==> config.mk <==
export PLATFORM = sky130hd
export DESIGN_NAME = gbuf_port_arbiter
export DESIGN_NICKNAME = d
export VERILOG_FILES = /design/src/rtl/gbuf_port_arbiter.sv
export SDC_FILE = /design/constraint.sdc
export NUM_CORES = 1
export LEC_CHECK = 0
export ABC_AREA = 0
export BUFFER_PORTS_ARGS = -buffer_cell sky130_fd_sc_hd__buf_4
export CAP_MARGIN = 20
export CORE_AREA = 2 2 317 319
export CTS_CLUSTER_SIZE = 40
export DETAILED_ROUTE_END_ITERATION = 12
export DIE_AREA = 0 0 319 321
export PLACE_DENSITY = 0.3
export REMOVE_ABC_BUFFERS = 1
export SYNTH_ARGS = -nofsm -noshare
export SYNTH_HDL_FRONTEND = slang
export SYNTH_SLANG_ARGS = --single-unit
==> constraint.sdc <==
create_clock -name clk_i -period 2.8 [get_ports clk_i]
set_input_delay 0.14 -clock clk_i [delete_from_list [all_inputs] [get_ports clk_i]]
set_output_delay 0.14 -clock clk_i [all_outputs]
set_load 0.02 [all_outputs]
==> src/rtl/gbuf_port_arbiter.sv <==
// Arbitrates one single-port global-buffer BRAM between the TPU (absolute priority) and a host req/ack port.
// Optional macro GBUF_WAIT_STAT_EN adds host_wait_cnt_o (per-request blocked-cycle counter).
module gbuf_port_arbiter #(
  parameter int unsigned ADDR_WIDTH = 12,
  parameter int unsigned WORD_WIDTH = 128,
  parameter int unsigned MEM_LAT    = 1
) (
  input  logic                  clk_i,
  input  logic                  rst_ni,
  input  logic                  tpu_busy_i,
  input  logic                  tpu_en_i,
  input  logic                  tpu_we_i,
  input  logic [ADDR_WIDTH-1:0] tpu_addr_i,
  input  logic [WORD_WIDTH-1:0] tpu_wdata_i,
  output logic [WORD_WIDTH-1:0] tpu_rdata_o,
  input  logic                  host_req_i,
  input  logic                  host_we_i,
  input  logic [ADDR_WIDTH-1:0] host_addr_i,
  input  logic [WORD_WIDTH-1:0] host_wdata_i,
  output logic                  host_ack_o,
  output logic [WORD_WIDTH-1:0] host_rdata_o,
  output logic                  mem_en_o,
  output logic                  mem_we_o,
  output logic [ADDR_WIDTH-1:0] mem_addr_o,
  output logic [WORD_WIDTH-1:0] mem_wdata_o,
  input  logic [WORD_WIDTH-1:0] mem_rdata_i
`ifdef GBUF_WAIT_STAT_EN
  ,
  output logic [15:0]           host_wait_cnt_o
`endif
);

  if (MEM_LAT != 1) begin : g_lat_check
    $error("gbuf_port_arbiter: only MEM_LAT == 1 is supported");
  end

  // The issue cycle is combinational out of IDLE/WAIT, so it needs no state of its own;
  // RESP is the registered ack cycle in which host_req_i is ignored.
  typedef enum logic [1:0] {
    S_IDLE,
    S_WAIT,
    S_RESP
  } state_t;

  state_t                r_state;
  state_t                w_state_nxt;
  logic                  w_blocked;
  logic                  w_issue;
  logic                  r_ack;
  logic                  r_rd_tag;
  logic [WORD_WIDTH-1:0] r_rdata;

  always_comb begin
    w_blocked = tpu_en_i | tpu_busy_i;
    w_issue   = rst_ni & host_req_i & ~w_blocked & (r_state != S_RESP);
  end

  always_ff @(posedge clk_i or negedge rst_ni) begin
    if (!rst_ni) begin
      r_state  <= S_IDLE;
      r_ack    <= 1'b0;
      r_rd_tag <= 1'b0;
      r_rdata  <= '0;
    end else begin
      r_state  <= w_state_nxt;
      r_ack    <= w_issue;
      r_rd_tag <= w_issue & ~host_we_i;
      if (r_rd_tag) r_rdata <= mem_rdata_i;
    end
  end

  always_comb begin
    w_state_nxt = r_state;
    case (r_state)
      S_IDLE: begin
        if (host_req_i) w_state_nxt = w_blocked ? S_WAIT : S_RESP;
      end
      S_WAIT: begin
        if (!host_req_i)     w_state_nxt = S_IDLE;
        else if (!w_blocked) w_state_nxt = S_RESP;
      end
      S_RESP:  w_state_nxt = S_IDLE;
      default: w_state_nxt = S_IDLE;
    endcase
  end

  always_comb begin
    mem_en_o    = 1'b0;
    mem_we_o    = 1'b0;
    mem_addr_o  = host_addr_i;
    mem_wdata_o = host_wdata_i;
    if (tpu_en_i) begin
      mem_en_o    = 1'b1;
      mem_we_o    = tpu_we_i;
      mem_addr_o  = tpu_addr_i;
      mem_wdata_o = tpu_wdata_i;
    end else if (w_issue) begin
      mem_en_o    = 1'b1;
      mem_we_o    = host_we_i;
    end
  end

  assign tpu_rdata_o  = mem_rdata_i;
  // BRAM data arrives in the ack cycle itself; the register only holds it afterwards.
  assign host_rdata_o = r_rd_tag ? mem_rdata_i : r_rdata;
  assign host_ack_o   = r_ack;

`ifdef GBUF_WAIT_STAT_EN
  logic [15:0] r_wait_cnt;

  // Restarts when a request is first seen, so the value survives until its ack.
  always_ff @(posedge clk_i or negedge rst_ni) begin
    if (!rst_ni) begin
      r_wait_cnt <= '0;
    end else if (r_state == S_IDLE && host_req_i) begin
      r_wait_cnt <= w_blocked ? 16'd1 : 16'd0;
    end else if (r_state == S_WAIT && host_req_i && w_blocked && r_wait_cnt != '1) begin
      r_wait_cnt <= r_wait_cnt + 16'd1;
    end
  end

  assign host_wait_cnt_o = r_wait_cnt;
`endif

endmodule

==> run_results.csv, run 1 <==
group,metric,value,unit
logic_synthesis,netlist_area,7790,um2
worst_setup_path,critPathMostFrequentCell,"buf_4",
cts,path_clk_slew,0.08,ns
drt,vias_per_cell,2.86,
logic_synthesis,synth_compound_area_share,0.193,%
drt,post_drt_wl_per_cell,21.7,um
cells_and_area,fin_area,16400,um2
min_path,hold_depth,2,
global_route,grtUsageTotal,11.1,%
worst_setup_path,slowest_delay,0.70,ns
die,die_area,102000,um2
placed_design,dp.cells,2537,
timing,finalClockSkew,0.0233,ns
cells_and_area,final_cells,2705,
worst_setup_path,crit_fanout,24,
worst_setup_path,crit_path_start_kind,"register",
logic_synthesis,synth-seq-cells,132,
die,num_rows,116,
logic_synthesis,yosys_warnings,0,
worst_setup_path,path_class,"reg -> out",
global_route,grt_pass1_vias,8359,
drt,antenna_left,0,
pwr,switchingPower,3.14,mW
pwr,p_clk_share,27.2,%
worst_setup_path,r2r_cells,2,
pwr,p_sw_share,36.4,%
drt,vias,7743,
global_route,grt_max_degree,70,
logic_synthesis,synth_xor_area_share,0,%
drt,first_pass_iters,4,
cts,clock_sinks,132,
placed_design,place_area,14500,um2
global_route,antenna_found_initial,18,
timing,fmax,438,MHz
worst_setup_path,r2r_start,"r_rd_tag$_DFF_PN0_",
pwr,p_comb_share,44.4,%
logic_synthesis,synth_top_family_by_area,"multiplexers",
logic_synthesis,muxShareOfSynthArea,41.4,%
cts,cts_inserted_buffers,17,
min_path,hold_class,"in -> reg",
global_route,grt_first_pass_wirelength,75700,um
pwr,p_leak,7.82,nW
drt,wirelength,58700,um
timing,final_hold_viol_count,0,
cts,tritoncts,"done",
logic_synthesis,postSynthCellCount,570,
worst_setup_path,worstSetupEndpointType,"output pin",
cells_and_area,final_common_cell,"buf_4",
logic_synthesis,syn-mean-instance-area,13.7,um2
worst_setup_path,cp.arrival,2.14,ns
logic_synthesis,synth_seq_area_share,42.4,%
worst_setup_path,worstSetupStartpoint,"r_rd_tag$_DFF_PN0_",
run_status,status,"complete, no violations",
cells_and_area,nets,1806,
worst_setup_path,cp.required,2.66,ns
worst_setup_path,path_cells,"buf_4 -> mux2_2 -> buf_4",
timing,post-route-period-util,81.5,%
timing,setup_viol,0,
timing,layout_min_cycle_time,2.28,ns
placed_design,port-buffer-count,813,
cts,root_buffer,"clkbuf_16",
timing,whs,0.0558,ns
min_path,hold_end,"r_rdata[70]$_DFF_PN0_",
die,start_util,7.85,%
logic_synthesis,synth-simple-area-share,0.626,%
placed_design,place_congestion,0.785,
drt,route.detailed.drc,0,
drt,drt-initial-drc-count,222,
cells_and_area,area_growth,111,%
global_route,overflow,0,
pwr,power_density,525,nW/um2
placed_design,post-dp-hpwl,51000,um
logic_synthesis,synthAdderAreaFrac,0,%
worst_setup_path,r2r_setup_slack,1.19,ns
cells_and_area,drive_gt1_share,80.3,%
worst_setup_path,cp_slowest_cell,"dfrtp_4",
cts,insertion_delay,0.50,ns
pwr,p_total,8.62,mW
logic_synthesis,synth.distinct_cells,15,
cts,clockBufferDepth,2,
die,die_h,321,um
cts,htreeDepth,4,
pwr,cell_internal_pwr,5.49,mW
timing,rsz0062_at_grt,"false",
die,core-area,99300,um2
die,die_x,319,um
timing,drv_slew,0,
die,num_io_pins,814,
cells_and_area,final_cell_mix,"821 x buf_4, 212 x mux2_2, 133 x dlygate4sd3_1, 131 x dfrtp_1, 56 x mux2_4",
worst_setup_path,reg2reg_to,"r_rdata[97]$_DFF_PN0_",
timing,maxSlewHeadroom,52.9,%
timing,worstMarginPinSlew,0.707,ns
pwr,pwr-share-seq,28.3,%
timing,final.setup.worst_slack,0.519,ns
min_path,hold_path.startpoint,"mem_rdata_i[70]",
placed_design,place_ws,0.954,ns
run,maxCapViolations,0,
pwr,ir_worst_vdd,370,uV
worst max-delay path, delay by kind of cell, from the launching register on:
| kind | cells | cell delay, ns |
|---|---|---|
| mux | 1 | 0.39 |
| buf+inv | 2 | 0.53 |
| flops | 1 | 0.70 |
per-layer routing:
metal | up-vias | wire length, um | global-route usage (%)
li1 | 3501 | - | -
met1 | 3706 | 21700 | 11.5
met2 | 453 | 29900 | 19.7
met3 | 59 | 6310 | 5.77
met4 | 24 | 597 | 2.37
met5 | - | 157 | 0
layout make-up:
type	count	area [um2]
repair buffers	960	7600
well taps	1298	1620
clock buffers	17	425
multi-input cells	279	3290
fillers	11100	82900
flip-flops and latches	132	3310
diodes	3	7.51
clock inverters	15	158
inverters	1	3.75
stage by stage:
step	utilization [%]	setup TNS, ns
global placement	14.6	0
finish	16.5	0
detailed placement	14.6	0
CTS	16.5	0
floorplan	-	-207.19
global route	16.5	0
cell families (layout without fill, tap and decap cells):
group | after synthesis | count (layout)
mux | 268 | 268
buf+inv | 159 | 993
flops | 132 | 132
simple gates | 9 | 9
compound gates | 2 | 2
other cells | 0 | 3
power groups by stage:
stage                     Clock, mW  Combinational [mW]  Sequential (mW)
after floorplan                   0                1.59             2.46
after global placement            0                3.76             2.48
after detailed placement          0                3.76             2.49
after CTS                      2.54                3.92             2.45
after global routing           2.59                4.07             2.50
final                          2.35                3.83             2.44
worst max path at each step:
stage / end / slack, ns / cells past startpoint
after global routing: host_rdata_o[97] / 0.35 / 3
final: host_rdata_o[97] / 0.52 / 3
after global placement: host_rdata_o[7] / 0.93 / 3
after CTS: host_rdata_o[7] / 0.36 / 3
after detailed placement: host_rdata_o[7] / 0.95 / 3
after floorplan: host_rdata_o[0] / -0.83 / 1
synthesized netlist by cell type:
cell type / n / area, um2
mux2_2: 212 / 2390
buf_4: 140 / 1050
dfrtp_1: 132 / 3300
mux2_4: 56 / 841
buf_2: 10 / 50.1
buf_6: 8 / 90.1
nor2_1: 3 / 11.3
nor3_1: 2 / 10.0
inv_1: 1 / 3.75
nand2_1: 1 / 3.75
nand2b_1: 1 / 6.26
nand4bb_1: 1 / 11.3
nor2b_1: 1 / 6.26
o21bai_1: 1 / 7.51
o31ai_1: 1 / 7.51
registers in the layout, summed over array words and instances, names as in the netlist:
name,cells
r_rdata,128
r_state,2
host_ack_o,1
r_rd_tag,1
repair_timing:
action	CTS	global route
endpoints found under the hold margin	220	0
gates resized for setup	0	0
hold buffers	133	0
buffers inserted	0	0
No activity file was read; power rests on OpenSTA's default activity.
==> run 2: changes to the inputs <==
- ABC_AREA: 0 -> 1
- CORE_AREA: 2 2 317 319 -> 2 2 320 322
- DIE_AREA: 0 0 319 321 -> 0 0 322 324
- clock period: 2.8 -> 2.4 ns (I/O delays scaled with it)
==> run_results.csv, run 2 <==
group,metric,value,unit
run_status,status,"complete, no violations",
pwr,p_clk_share,27.6,%
cells_and_area,area_growth,110,%
worst_setup_path,cp.arrival,2.06,ns
logic_synthesis,synth_top_family_by_area,"simple AND/OR/NAND/NOR gates",
cts,cts_resized,0,
cells_and_area,fillers,11500,
pwr,pwr-share-seq,27.8,%
logic_synthesis,synth_edf_count,0,
cells_and_area,final_common_cell,"buf_4",
pwr,power_density,631,nW/um2
die,die_x,322,um
logic_synthesis,postSynthCellCount,869,
cts,clockBufferDepth,2,
logic_synthesis,netlist_area,7750,um2
global_route,grt_max_degree,133,
logic_synthesis,yosys-top-cells-count,"425 x nand2_1, 132 x dfrtp_1, 129 x buf_4, 128 x mux2_2, 20 x buf_2",
die,start_util,7.67,%
cts,insertion_delay,0.47,ns
drt,first_pass_iters,5,
logic_synthesis,synth.top_cell.area_share,42.6,%
drt,vias_per_cell,3.06,
logic_synthesis,synth_seq_area_share,42.6,%
global_route,grt_first_pass_wirelength,90600,um
timing,worstMarginPinSlew,1.03,ns
timing,setup_tns,0,ns
worst_setup_path,worstSetupEndpointType,"output pin",
pwr,p_total,10.3,mW
cells_and_area,nets,2088,
cells_and_area,drive_gt1_share,58.5,%
timing,maxSlewHeadroom,31.3,%
die,num_rows,117,
logic_synthesis,async_flop_share,100,%
drt,vias,9202,
min_path,hold_class,"in -> reg",
drt,antenna_left,0,
logic_synthesis,synthAdderAreaFrac,0,%
pwr,p_leak,8.30,nW
placed_design,dp.cells,2830,
logic_synthesis,synthTopCellsByArea,"dfrtp_1 43%, nand2_1 21%, mux2_2 19%, buf_4 12%, buf_6 2.3%",
cts,path_clk_slew,0.08,ns
worst_setup_path,path_class,"reg -> out",
logic_synthesis,syn-mean-instance-area,8.92,um2
pwr,p_sw_share,38.6,%
logic_synthesis,synth-simple-area-share,21.0,%
timing,final_hold_viol_count,0,
logic_synthesis,yosys_warnings,0,
timing,final.setup.worst_slack,0.224,ns
cells_and_area,final_cell_mix,"817 x buf_4, 425 x nand2_1, 133 x dlygate4sd3_1, 131 x dfrtp_1, 128 x mux2_2",
global_route,grtUsageTotal,13.3,%
die,num_io_pins,814,
cells_and_area,fin_util,16.1,%
logic_synthesis,synth_compound_area_share,0,%
global_route,overflow,0,
run,maxCapViolations,0,
global_route,antenna_found_initial,43,
global_route,grt_pass1_vias,9349,
drt,wirelength,72800,um
drt,drt-initial-drc-count,403,
worst_setup_path,crit_path_start_kind,"register",
logic_synthesis,yosysMostFrequentCell,"nand2_1",
cts,clock_sinks,132,
timing,drv_slew,0,
pwr,p_comb_share,44.6,%
timing,post-route-period-util,90.7,%
cts,tritoncts,"done",
cells_and_area,seq_area,3310,um2
cts,cts_inserted_buffers,17,
logic_synthesis,synth_top_area_cell,"dfrtp_1",
timing,layout_min_cycle_time,2.18,ns
pwr,cell_internal_pwr,6.30,mW
die,core-area,101000,um2
cts,htreeDepth,4,
drt,post_drt_wl_per_cell,24.3,um
cts,post-cts-setup-buffers,0,
worst_setup_path,crit_fanout,51,
timing,fmax,460,MHz
timing,finalClockSkew,0.0145,ns
drt,route.detailed.drc,0,
logic_synthesis,synth_xor_area_share,0,%
logic_synthesis,synth-seq-cells,132,
timing,rsz0062_at_grt,"false",
timing,whs,0.175,ns
worst_setup_path,cp.required,2.28,ns
logic_synthesis,synth.distinct_cells,14,
die,die_area,104000,um2
placed_design,post-dp-hpwl,63400,um
pwr,switchingPower,3.97,mW
cells_and_area,largest-register,"r_rdata",
logic_synthesis,ys.flop_type,"dfrtp_1",
placed_design,place_ws,0.725,ns
cells_and_area,reg_top3,"r_rdata x128, r_state x2",
placed_design,port-buffer-count,813,
cells_and_area,largest_reg_flops,128,
placed_design,place_area,14300,um2
placed_design,place_congestion,0.814,
cells_and_area,fin_area,16300,um2
cts,postCtsHoldBufs,133,
cts,root_buffer,"clkbuf_16",
die,die_h,324,um
pwr,ir_worst_vdd,457,uV
cells_and_area,final_cells,3003,
logic_synthesis,muxShareOfSynthArea,18.6,%
timing,setup_viol,0,
cells_and_area,multi_input_area,3070,um2
-- run 2: changes by cell type after synthesis, moves of 3 or more --
cell / previous run / this run
nand2_1: 1 / 425
mux2_4: 56 / 0
buf_2: 10 / 20
mux2_2: 212 / 128
inv_1: 1 / 4
clkbuf_8: 0 / 8
buf_6: 8 / 16
buf_4: 140 / 129
-- run 2: logic make-up (layout without fill, tap and decap cells) --
logic type / after synthesis / after routing
buf+inv: 178 / 995
flops: 132 / 132
simple gates: 431 / 431
other cells: 0 / 8
mux: 128 / 128
-- run 2: layout make-up --
cell class	instances	area share, %
tap	1309	10.1
multi-input combinational	559	18.9
sequential	132	20.3
clock inverter	15	1.12
clock buffer	17	2.61
timing repair buffer	958	46.8
antenna	8	0.123
inverter	5	0.146
-- run 2: worst max-delay path, cell delays in order, from the launching register on --
cell and delay (ns):
dfrtp_4 0.61, buf_12 0.28, mux2_2 0.41, buf_4 0.16
-- run 2: path summary, 6_finish.rpt --
| check | from | endpoint | slack, ns | depth (start not counted) |
|---|---|---|---|---|
| worst max-delay path | r_rd_tag$_DFF_PN0_ | host_rdata_o[47] | 0.22 | 3 |
| worst max register to register | r_rd_tag$_DFF_PN0_ | r_rdata[47]$_DFF_PN0_ | 0.86 | 2 |
| max in group asynchronous | rst_ni | r_rdata[111]$_DFF_PN0_ | 1.14 | 3 |
| worst min register to register | r_state[1]$_DFFE_PN0P_ | r_state[0]$_DFFE_PN0P_ | 0.47 | 1 |
| worst min-delay path | tpu_en_i | r_state[0]$_DFFE_PN0P_ | 0.18 | 3 |
| min in group asynchronous | rst_ni | r_state[1]$_DFFE_PN0P_ | 0.42 | 3 |
-- run 2: power groups by stage --
stage	clock network [mW]	logic [mW]	registers, mW
2_1_floorplan	0	1.79	2.87
3_3_place_gp	0	4.47	2.89
3_5_place_dp	0	4.47	2.90
4_1_cts	3.06	4.67	2.86
5_1_grt	3.09	4.87	2.90
6_report	2.84	4.58	2.85
-- run 2: layer usage --
layer / vias up / part of all wire, % / global-route usage [%]
met3: 105 / 7.4 / 3.88
met1: 4289 / 39 / 15.0
met4: 6 / 3.6 / 5.64
li1: 4216 / - / -
met2: 586 / 50 / 23.4
met5: - / 0.055 / 0
==> run 3: changes to the inputs <==
- ABC_AREA: 1 -> default
- CORE_AREA: 2 2 320 322 -> 2 2 321 323
- DIE_AREA: 0 0 322 324 -> 0 0 323 325
- TNS_END_PERCENT: default -> 20
==> run_results.csv, run 3 (synthesized netlist as in run 1, its figures left out) <==
group,metric,value,unit
run_status,status,"complete, no violations",
global_route,grt_first_pass_wirelength,76600,um
worst_setup_path,path_depth,6,
die,core-area,101000,um2
cts,cts_inserted_buffers,17,
cells_and_area,reg_top3,"r_rdata x128, r_state x2",
timing,finalClockSkew,0.0184,ns
worst_setup_path,cp.arrival,2.06,ns
cells_and_area,fin_util,16.3,%
cells_and_area,largest-register,"r_rdata",
cells_and_area,area_growth,112,%
placed_design,dp.cells,2604,
worst_setup_path,r2r_setup_slack,0.94,ns
run,maxCapViolations,0,
die,start_util,7.69,%
cells_and_area,drive_gt1_share,80.3,%
cts,post-cts-setup-buffers,0,
timing,setup_viol,0,
cells_and_area,final_cell_mix,"818 x buf_4, 212 x mux2_2, 133 x dlygate4sd3_1, 131 x dfrtp_1, 56 x mux2_4",
cts,root_buffer,"clkbuf_16",
cells_and_area,nets,1803,
worst_setup_path,critPathMostFrequentCell,"buf_4",
placed_design,post-dp-hpwl,52500,um
pwr,power_density,623,nW/um2
drt,post_drt_wl_per_cell,21.8,um
cts,clock_sinks,132,
cells_and_area,fillers,11400,
worst_setup_path,slowest_delay,0.61,ns
cts,insertion_delay,0.50,ns
die,die_area,105000,um2
placed_design,port-buffer-count,813,
placed_design,place_ws,0.482,ns
cells_and_area,final_common_cell,"buf_4",
pwr,p_leak,7.82,nW
timing,post-route-period-util,90.7,%
global_route,grtUsageTotal,11.1,%
min_path,hold_depth,3,
timing,layout_min_cycle_time,2.18,ns
worst_setup_path,cp_slowest_cell,"dlygate4sd3_1",
worst_setup_path,crit_path_start_kind,"primary input",
timing,final_hold_viol_count,0,
die,die_x,323,um
timing,fmax,460,MHz
worst_setup_path,reg2reg_to,"r_rdata[2]$_DFF_PN0_",
global_route,grt_pass1_vias,8316,
die,die_h,325,um
timing,final.setup.worst_slack,0.224,ns
timing,worstMarginPinSlew,0.676,ns
drt,drt-initial-drc-count,188,
min_path,hold_class,"in -> reg",
global_route,grt_max_degree,88,
min_path,hold_path.startpoint,"tpu_en_i",
worst_setup_path,cp.required,2.28,ns
cells_and_area,final_cells,2779,
pwr,ir_worst_vdd,282,uV
cells_and_area,largest_reg_flops,128,
drt,vias_per_cell,2.83,
cts,path_clk_slew,0.07,ns
worst_setup_path,path_class,"in -> out",
min_path,hold_end,"r_state[0]$_DFFE_PN0P_",
die,num_rows,117,
worst_setup_path,crit_fanout,4,
timing,rsz0062_at_grt,"false",
drt,first_pass_iters,4,
die,num_io_pins,814,
worst_setup_path,path_cells,"dlygate4sd3_1 -> buf_4 -> nand4bb_1 -> o31ai_1 -> buf_4 -> buf_4",
cts,htreeDepth,4,
worst_setup_path,crit_buf_inv,4,
worst_setup_path,r2r_start,"r_rd_tag$_DFF_PN0_",
timing,whs,0.177,ns
timing,drv_slew,0,
global_route,overflow,0,
drt,route.detailed.drc,0,
timing,maxSlewHeadroom,54.9,%
drt,vias,7856,
drt,antenna_left,0,
drt,wirelength,60500,um
worst_setup_path,worstSetupEndpointType,"output pin",
cts,tritoncts,"done",
cts,clockBufferDepth,2,
placed_design,place_congestion,0.801,
worst_setup_path,r2r_cells,2,
global_route,antenna_found_initial,34,
worst_setup_path,cp_top_family,"buffers and inverters",
-- run 3: cell types whose count changed in the layout (fill, tap and decap cells not counted), moves of 2 or more --
cell	change
nand2_1	-424
diode_2	+2
clkbuf_8	+3
buf_12	-2
inv_1	-3
mux2_2	+84
clkinv_8	-3
clkinv_4	+2
mux2_4	+56
-- run 3: through the flow --
step / setup TNS, ns / instance area, um2 / power (mW)
3_3_place_gp: 0 / 14600 / 7.32
2_1_floorplan: -307.03 / 6600 / 4.72
6_report: 0 / 16500 / 10.3
5_1_grt: 0 / 16500 / 10.9
3_5_place_dp: 0 / 14600 / 7.32
4_1_cts: 0 / 16500 / 10.7
-- run 3: final cells by class --
class / instances / area [um2] / share of cell area (%)
antenna: 10 / 25.0 / 0.151
clock buffer: 19 / 453 / 2.74
clock inverter: 13 / 163 / 0.984
inverter: 1 / 3.75 / 0.0227
multi-input combinational: 279 / 3290 / 19.9
sequential: 132 / 3310 / 20.0
tap: 1368 / 1710 / 10.4
timing repair buffer: 957 / 7580 / 45.8
-- run 3: per-layer routing --
metal	vias to the layer above	part of all wire [%]	GRT usage, %
li1	3510	-	-
met1	3770	37	11.5
met2	467	50	19.7
met3	77	11	5.61
met4	32	1.7	2.60
met5	-	0.36	0
-- run 3: worst max-delay path by stage --
stage	startpoint	to	slack (ns)
2_1_floorplan	r_rd_tag$_DFF_PN0_	host_rdata_o[0]	-1.21
3_3_place_gp	tpu_en_i	mem_we_o	0.50
3_5_place_dp	tpu_en_i	mem_we_o	0.48
4_1_cts	tpu_busy_i	mem_we_o	0.06
5_1_grt	tpu_busy_i	mem_we_o	0.05
6_report	tpu_busy_i	mem_we_o	0.22
-- run 3: timing repair --
action,4_1_cts,5_1_grt
gates resized for setup,0,0
hold endpoints to repair,263,0
hold buffers,133,0
setup endpoints to repair,0,0
-- run 3: worst reg2reg max path: stages, from the launching register on --
cell and delay (ns):
dfrtp_4 0.53, buf_12 0.31, mux2_2 0.51
-- run 3: power breakdown --
part           switching [mW]  internal [mW]  total, mW
Sequential              0.115           2.74       2.85
Combinational            2.31           2.20       4.51
Clock                    1.32           1.62       2.94
Total                    3.75           6.56       10.3
